File: src/rtl/rf_arb_pkg.sv
// Shared constants, staged-write record and register-file port mapping for regfile_write_arbiter.
package rf_arb_pkg;

    localparam int L = 16;
    localparam int A = 3;
    localparam int R = 1 << A;

    localparam logic [A-1:0] FLAGS_ADDR = A'(R - 1);
    localparam logic [A-1:0] ZERO_ADDR  = {A{1'b0}};

    localparam logic REQ_ALU = 1'b0;
    localparam logic REQ_MEM = 1'b1;

    typedef struct packed {
        logic [A-1:0] addr;
        logic [L-1:0] data;
        logic [L-1:0] flags;
        logic         flags_valid;
        logic         src;
    } staged_wr_t;

    typedef struct packed {
        logic [A-1:0] addr;
        logic [L-1:0] data;
        logic [L-1:0] new_flags;
    } rf_port_t;

    // The register file writes AddrA and flags every edge, so an empty stage maps to r0 <- 0, flags <- flags.
    function automatic rf_port_t map_write(input logic valid, input staged_wr_t wr,
                                           input logic [L-1:0] cur_flags);
        rf_port_t p;
        p.addr      = ZERO_ADDR;
        p.data      = {L{1'b0}};
        p.new_flags = cur_flags;
        if (valid) begin
            case (wr.addr)
                ZERO_ADDR: begin
                    p.new_flags = wr.flags_valid ? wr.flags : cur_flags;
                end
                FLAGS_ADDR: begin
                    p.addr      = FLAGS_ADDR;
                    p.data      = wr.data;
                    p.new_flags = wr.flags_valid ? wr.flags : wr.data;
                end
                default: begin
                    p.addr      = wr.addr;
                    p.data      = wr.data;
                    p.new_flags = wr.flags_valid ? wr.flags : cur_flags;
                end
            endcase
        end else begin
            p.new_flags = cur_flags;
        end
        return p;
    endfunction

endpackage

File: src/rtl/rr_arbiter2.sv
// Two-way round-robin arbiter; the priority pointer names the requester that wins a conflict.
module rr_arbiter2
    import rf_arb_pkg::*;
(
    input  logic       clk_i,
    input  logic       rst_ni,
    input  logic [1:0] req_i,
    output logic [1:0] gnt_o
);

    logic ptr_q;
    logic ptr_d;

    // Grant selection and pointer advance to the requester that did not win.
    always_comb begin
        gnt_o = 2'b00;
        ptr_d = ptr_q;
        case (req_i)
            2'b01:   gnt_o = 2'b01;
            2'b10:   gnt_o = 2'b10;
            2'b11:   gnt_o = (ptr_q == REQ_ALU) ? 2'b01 : 2'b10;
            default: gnt_o = 2'b00;
        endcase
        if (gnt_o[0]) begin
            ptr_d = REQ_MEM;
        end else if (gnt_o[1]) begin
            ptr_d = REQ_ALU;
        end else begin
            ptr_d = ptr_q;
        end
    end

    // Priority pointer register.
    always_ff @(posedge clk_i or negedge rst_ni) begin
        if (!rst_ni) begin
            ptr_q <= REQ_ALU;
        end else begin
            ptr_q <= ptr_d;
        end
    end

endmodule

File: src/rtl/regfile_write_arbiter.sv
// Arbitrates ALU/MEM writeback onto the register file write port through a one-cycle stage.
// Optional macro RF_ARB_FORWARD_EN adds read-port bypass of the staged write.
module regfile_write_arbiter
    import rf_arb_pkg::*;
(
    input  logic         Clk,
    input  logic         ResetN,
    input  logic         AluValid,
    output logic         AluReady,
    input  logic [A-1:0] AluAddr,
    input  logic [L-1:0] AluData,
    input  logic         AluFlagsValid,
    input  logic [L-1:0] AluFlags,
    input  logic         MemValid,
    output logic         MemReady,
    input  logic [A-1:0] MemAddr,
    input  logic [L-1:0] MemData,
    input  logic         MemFlagsValid,
    input  logic [L-1:0] MemFlags,
    input  logic [L-1:0] RfFlags,
    output logic [A-1:0] RfAddrA,
    output logic [L-1:0] RfDataA,
    output logic [L-1:0] RfNewFlags,
    output logic         Commit,
`ifdef RF_ARB_FORWARD_EN
    input  logic [A-1:0] RdAddrB,
    input  logic [A-1:0] RdAddrC,
    input  logic [L-1:0] RfRdDataB,
    input  logic [L-1:0] RfRdDataC,
    output logic [L-1:0] FwdDataB,
    output logic [L-1:0] FwdDataC,
`endif
    output logic         CommitSrc
);

    logic [1:0] gnt_s;
    logic       stage_valid_q;
    logic       stage_valid_d;
    staged_wr_t stage_q;
    staged_wr_t stage_d;
    rf_port_t   port_s;

    rr_arbiter2 u_arb (
        .clk_i  (Clk),
        .rst_ni (ResetN),
        .req_i  ({MemValid, AluValid}),
        .gnt_o  (gnt_s)
    );

    assign AluReady = gnt_s[0];
    assign MemReady = gnt_s[1];

    // Select the granted payload for capture into the stage.
    always_comb begin
        stage_valid_d = gnt_s[0] | gnt_s[1];
        if (gnt_s[1]) begin
            stage_d = '{addr: MemAddr, data: MemData, flags: MemFlags,
                        flags_valid: MemFlagsValid, src: REQ_MEM};
        end else begin
            stage_d = '{addr: AluAddr, data: AluData, flags: AluFlags,
                        flags_valid: AluFlagsValid, src: REQ_ALU};
        end
    end

    // Stage register; it drains every cycle, so no hold path is needed.
    always_ff @(posedge Clk or negedge ResetN) begin
        if (!ResetN) begin
            stage_valid_q <= 1'b0;
            stage_q       <= '0;
        end else begin
            stage_valid_q <= stage_valid_d;
            stage_q       <= stage_d;
        end
    end

    assign port_s     = map_write(stage_valid_q, stage_q, RfFlags);
    assign RfAddrA    = port_s.addr;
    assign RfDataA    = port_s.data;
    assign RfNewFlags = port_s.new_flags;
    assign Commit     = stage_valid_q;
    assign CommitSrc  = stage_valid_q & stage_q.src;

`ifdef RF_ARB_FORWARD_EN
    // Bypass: flags reads see the effective new flags; r0 is never forwarded.
    always_comb begin
        FwdDataB = RfRdDataB;
        FwdDataC = RfRdDataC;
        if (stage_valid_q && (RdAddrB == FLAGS_ADDR)) begin
            FwdDataB = port_s.new_flags;
        end else if (stage_valid_q && (RdAddrB != ZERO_ADDR) && (RdAddrB == stage_q.addr)) begin
            FwdDataB = port_s.data;
        end else begin
            FwdDataB = RfRdDataB;
        end
        if (stage_valid_q && (RdAddrC == FLAGS_ADDR)) begin
            FwdDataC = port_s.new_flags;
        end else if (stage_valid_q && (RdAddrC != ZERO_ADDR) && (RdAddrC == stage_q.addr)) begin
            FwdDataC = port_s.data;
        end else begin
            FwdDataC = RfRdDataC;
        end
    end
`endif

endmodule

File: config.mk
export PLATFORM = sky130hd
export DESIGN_NAME = regfile_write_arbiter
export DESIGN_NICKNAME = d
export VERILOG_FILES = /design/src/rtl/rf_arb_pkg.sv /design/src/rtl/rr_arbiter2.sv /design/src/rtl/regfile_write_arbiter.sv
export SDC_FILE = /design/constraint.sdc
export NUM_CORES = 1
export LEC_CHECK = 0
export ABC_AREA = 1
export CORE_MARGIN = 1
export CORE_UTILIZATION = 38
export DETAILED_ROUTE_END_ITERATION = 7
export HOLD_SLACK_MARGIN = 0.05
export PLACE_DENSITY_LB_ADDON = 0.08
export SLEW_MARGIN = 25
export SYNTH_ARGS = -nofsm -noshare
export SYNTH_HDL_FRONTEND = slang
export SYNTH_SLANG_ARGS = --single-unit
File: constraint.sdc
create_clock -name Clk -period 1.35 [get_ports Clk]
set_clock_uncertainty 0.05 [all_clocks]
set_input_delay 0.2025 -clock Clk [delete_from_list [all_inputs] [get_ports Clk]]
set_output_delay 0.2025 -clock Clk [all_outputs]
set_load 0.1 [all_outputs]
[After elaboration in Yosys (flattened, before gate mapping)]
Cells that the tools add are included.
Cells by class
  add/sub/neg operators: 0
  multiply operators: 0
  div/mod/pow operators: 0
  order comparisons: 0
  eq/ne operators: 4
  shift operators: 0
  mux-type cells: 11
  bitwise logic cells: 2
  reduce and logical (&&, ||, !) cells: 2
Operator list (count)
  $mux 16: 4
  $pmux 19 s2: 1
  $mux 37: 1
  $mux 19: 1
  $pmux 2 s3: 1
  $eq 2x2->1 const B: 2
  $eq 3x3->1 const B: 1
  $logic_not 3->1: 1
  $eq 2x1->1 const B: 1
  $mux 1: 2
  $mux 2: 1
  $reduce_bool 2->1: 1
  $and 1x1->1: 1
  $or 1x1->1: 1
Storage, ports and cells
  flip-flop bits (word level): 39
  latch bits: 0
  memory bits (writable): 0
  ROM bits: 0
  input port bits: 92
  output and inout port bits: 39
  logic and storage cells: 26
  memories kept: 0

[Depth between registers and ports, before layout]
  word-level depth: 4
  gate-level depth with buffers: 7
  gate-level depth less buffers: 6

[Hierarchy]
Synthesis repeated with hierarchy kept, for this count alone.
Unflattened totals
  cells, all modules: 320
  area total of the unflattened synthesis: 2177.1 µm²
By module, submodules not included
  regfile_write_arbiter: times used 1, cells each 308, area each 2105.8 µm², seq. area each 950.9 µm²
  rr_arbiter2: times used 1, cells each 12, area each 71.3 µm², seq. area each 25.0 µm²

[Worst setup path before layout]
Ideal clock, no wire load.
  path kind: register to output
  start: register u_arb.ptr_q
  end: output port AluReady
  arrival: 2.550 ns
  setup slack: -1.452 ns
  cell stages (with the launch flop): 2
  cells stage by stage: dfrtp_1 > a21boi_0
Between the ends
  word-level cells in the longest chain between the ends: 2
Ends and longest elaborated chain
  start, declared: RTL line rr_arbiter2.sv:11  | logic ptr_q;
  start signal, assigned: RTL line rr_arbiter2.sv:38  | ptr_q <= ptr_d;
  $mux 2: RTL line rr_arbiter2.sv:21  | 2'b11: gnt_o = (ptr_q == REQ_ALU) ? 2'b01 : 2'b10;
  $pmux 2 s3: RTL line rr_arbiter2.sv:18  | case (req_i)
  end, declared: RTL line regfile_write_arbiter.sv:9  | output logic AluReady,
No other way between the ends.

[Worst setup path in the final report]
  start: register stage_q[36] in the netlist's numbering
  end: output port RfNewFlags[8]
Between the ends
  word-level cells in the longest chain between the ends: 3
Ends and longest elaborated chain
  start, declared: RTL line regfile_write_arbiter.sv:39  | staged_wr_t stage_q;
  start signal, assigned: RTL line regfile_write_arbiter.sv:72  | stage_q <= stage_d;
  $eq 3x3->1: RTL line rf_arb_pkg.sv:36  | case (wr.addr)
  $mux 16
  $mux 16: RTL line rf_arb_pkg.sv:35  | if (valid) begin
  end, declared: RTL line regfile_write_arbiter.sv:23  | output logic [L-1:0] RfNewFlags,
No other way between the ends.

==> impl_metrics.json <==
{
  "die_w_um": 77.98,
  "max_slew_margin_pct": 80.38,
  "hp-class": "primary input to async pin",
  "syn_avg_cell_area_um2": 7.008,
  "drv_cap": 0,
  "tightest_slew_ns": 0.2943,
  "finalSetupViolCount": 38,
  "yosys_warnings": 0,
  "drt-vias-per-instance": 5.098,
  "hpwl_um": 5559,
  "port_buffers": 130,
  "mappedNetlistArea_mm2": 0.002193,
  "seq_area_frac_synth_pct": 44.50,
  "r2r_start": "u_arb.ptr_q$_DFFE_PN0P_",
  "rows": 27,
  "overflow": 0,
  "regToRegSetupSlack_ns": 0.05,
  "drv_slew": 0,
  "num_vias": 2753,
  "r2r_cells": 8,
  "grt-busiest-layer": "met2",
  "rsz0062_at_grt": "yes",
  "synthesis.nets": 405,
  "insertedDiodeCount": 0,
  "cp.required_ns": 1.10,
  "grt_max_degree": 25,
  "max_freq_mhz": 512.7,
  "reg2reg_to": "stage_q[18]$_DFF_PN0_",
  "fin_ws_ns": -0.6004,
  "cts.path.max_buffers": 2,
  "end_kind": "output pin",
  "final_common_cell": "nand2_1",
  "initial_utilization_pct": 39.59,
  "place_congestion": 0.8504,
  "yosys.area.top_type": "dfrtp_1",
  "nFillCells": 254,
  "areaGrowthSynthToFinish_pct": 120.1,
  "violations": "negative setup slack",
  "synth.ff_latch_count": 39,
  "worst-path-max-fanout": 8,
  "mostFrequentLayoutCells": "nand2_1, clkdlybuf4s50_1, buf_12, nand2_4, dfrtp_1",
  "yosysUniqueCellTypes": 16,
  "cts_buffers": 5,
  "antenna_left": 0,
  "drive_gt1_share_pct": 36.32,
  "grt_usage_pct": 27.98,
  "antenna_found_initial": 0,
  "final_util_pct": 87.13,
  "cts_htree_levels": 2,
  "hold_viol": 0,
  "grtUsageMet1_pct": 31.47,
  "cp.arrival_ns": 1.70,
  "setup.worst_path.class": "register to output pin",
  "wl_per_cell_um": 18.19,
  "final_cells": 540,
  "syn_inst": 313,
  "critPathLaunchType": "register",
  "grt_pass1_wl_um": 12950,
  "fin_nets": 559,
  "layout_min_cycle_time_ns": 1.950,
  "cts_tree": "done",
  "powerDensity_mw_per_mm2": 1201,
  "die_area_mm2": 0.006080,
  "root_buffer": "clkbuf_8",
  "drt_iter0_drc": 126,
  "drc": 0,
  "grt_pass1_vias": 2705,
  "finalCritPeriodShare_pct": 144.5,
  "crit_end": "RfNewFlags[8]",
  "core_area_mm2": 0.005540,
  "status": "finished, violations left",
  "grt_use_met2_pct": 49.73,
  "detail_route.first_pass.iterations": 4,
  "die_height_um": 77.98,
  "clock-sinks": 39,
  "p_leak_nw": 2.288,
  "use_met3_pct": 5.765,
  "clk_pin_slew_ns": 0.08,
  "post-place-cells": 517,
  "wl_um": 9820,
  "clk_latency_ns": 0.29,
  "yosysTopAreaCellShare_pct": 44.50,
  "irDropWorstVdd_uv": 894.4,
  "synth_area_leaders": "dfrtp_1, nand2_1, nand3_1",
  "crit_start": "stage_q[36]$_DFF_PN0_",
  "num_io_pins": 131
}
how the worst min path moves through the flow:
| stage | slack, ns | depth (start not counted) | from | end |
|---|---|---|---|---|
| floorplan | -0.14 | 0 | ResetN | stage_q[0]$_DFF_PN0_ |
| global placement | 0.04 | 1 | ResetN | stage_q[28]$_DFF_PN0_ |
| detailed placement | 0.04 | 1 | ResetN | stage_q[28]$_DFF_PN0_ |
| CTS | 0.28 | 2 | ResetN | stage_q[25]$_DFF_PN0_ |
| global route | 0.27 | 2 | ResetN | stage_q[25]$_DFF_PN0_ |
| finish | 0.27 | 2 | ResetN | stage_q[25]$_DFF_PN0_ |
sequential cells by signal, indices dropped and copies added (netlist names):
| register | cells |
|---|---|
| Commit | 1 |
| u_arb.ptr_q | 1 |
| stage_q | 37 |
metrics by stage:
step	hold WS, ns	setup TNS [ns]	setup WS [ns]	instance area [um^2]	power [mW]
finish	0.2690	-18.46	-0.6004	4827	5.797
global route	0.2719	-19.58	-0.5987	4827	5.974
global placement	0.03769	-6.829	-0.1767	4267	4.372
CTS	0.2806	-16.42	-0.5107	4688	5.611
detailed placement	0.04210	-8.681	-0.2224	4267	4.419
floorplan	-0.1431	-15.57	-0.5065	2470	3.248
critical path: stages, from the launching register on:
cell and delay, ns:
dfrtp_1 0.49, nand3_2 0.21, nand2_2 0.23, nand3_1 0.19, nand2_4 0.11, buf_12 0.17
repair_timing:
item,CTS,global route
endpoints found under the setup margin,39,74
endpoints found under the hold margin,19,0
pin swaps,3,2
gates resized for setup,49,25
cloned,2,3
hold buffers,1,0
setup buffers,8,3
power breakdown:
group          total [mW]  leakage, nW  switching [mW]  internal (mW)
Clock                1.02       0.0612           0.421          0.598
Sequential           1.41        0.463           0.122           1.29
Combinational        3.37         1.76            2.07           1.29
Total                5.80         2.29            2.62           3.18
Yosys cell counts, drive strengths merged:
master	count
o21ai	1
nand2	198
nand3	34
buf	15
a21boi	1
dfrtp	39
or2	1
inv	24
logic make-up after synthesis:
family / count (synthesis) / synth area share, %
AO/OA/AOI/OAI: 2 / 0.5704
buffers and inverters: 39 / 10.72
flip-flops: 39 / 44.50
AND/OR/NAND/NOR: 233 / 44.21
final cells by class:
class / instances / area, um^2 / area share [%]
repair buffers: 158 / 2019 / 41.84
multi-input cells: 238 / 1433 / 29.68
flip-flops and latches: 39 / 980.9 / 20.32
inverters: 24 / 181.4 / 3.758
well taps: 72 / 90.09 / 1.866
clock buffers: 6 / 82.58 / 1.711
clock inverters: 2 / 35.03 / 0.7258
repair inverters: 1 / 5.005 / 0.1037
routing by layer:
metal,part of all wire (%),up-vias,routed length (um)
li1,-,1255,-
met1,36,1280,3543
met2,50,174,4932
met3,8.7,44,850
met4,5.0,0,493
met5,0,-,0
Power figures use the tool's default switching activity.
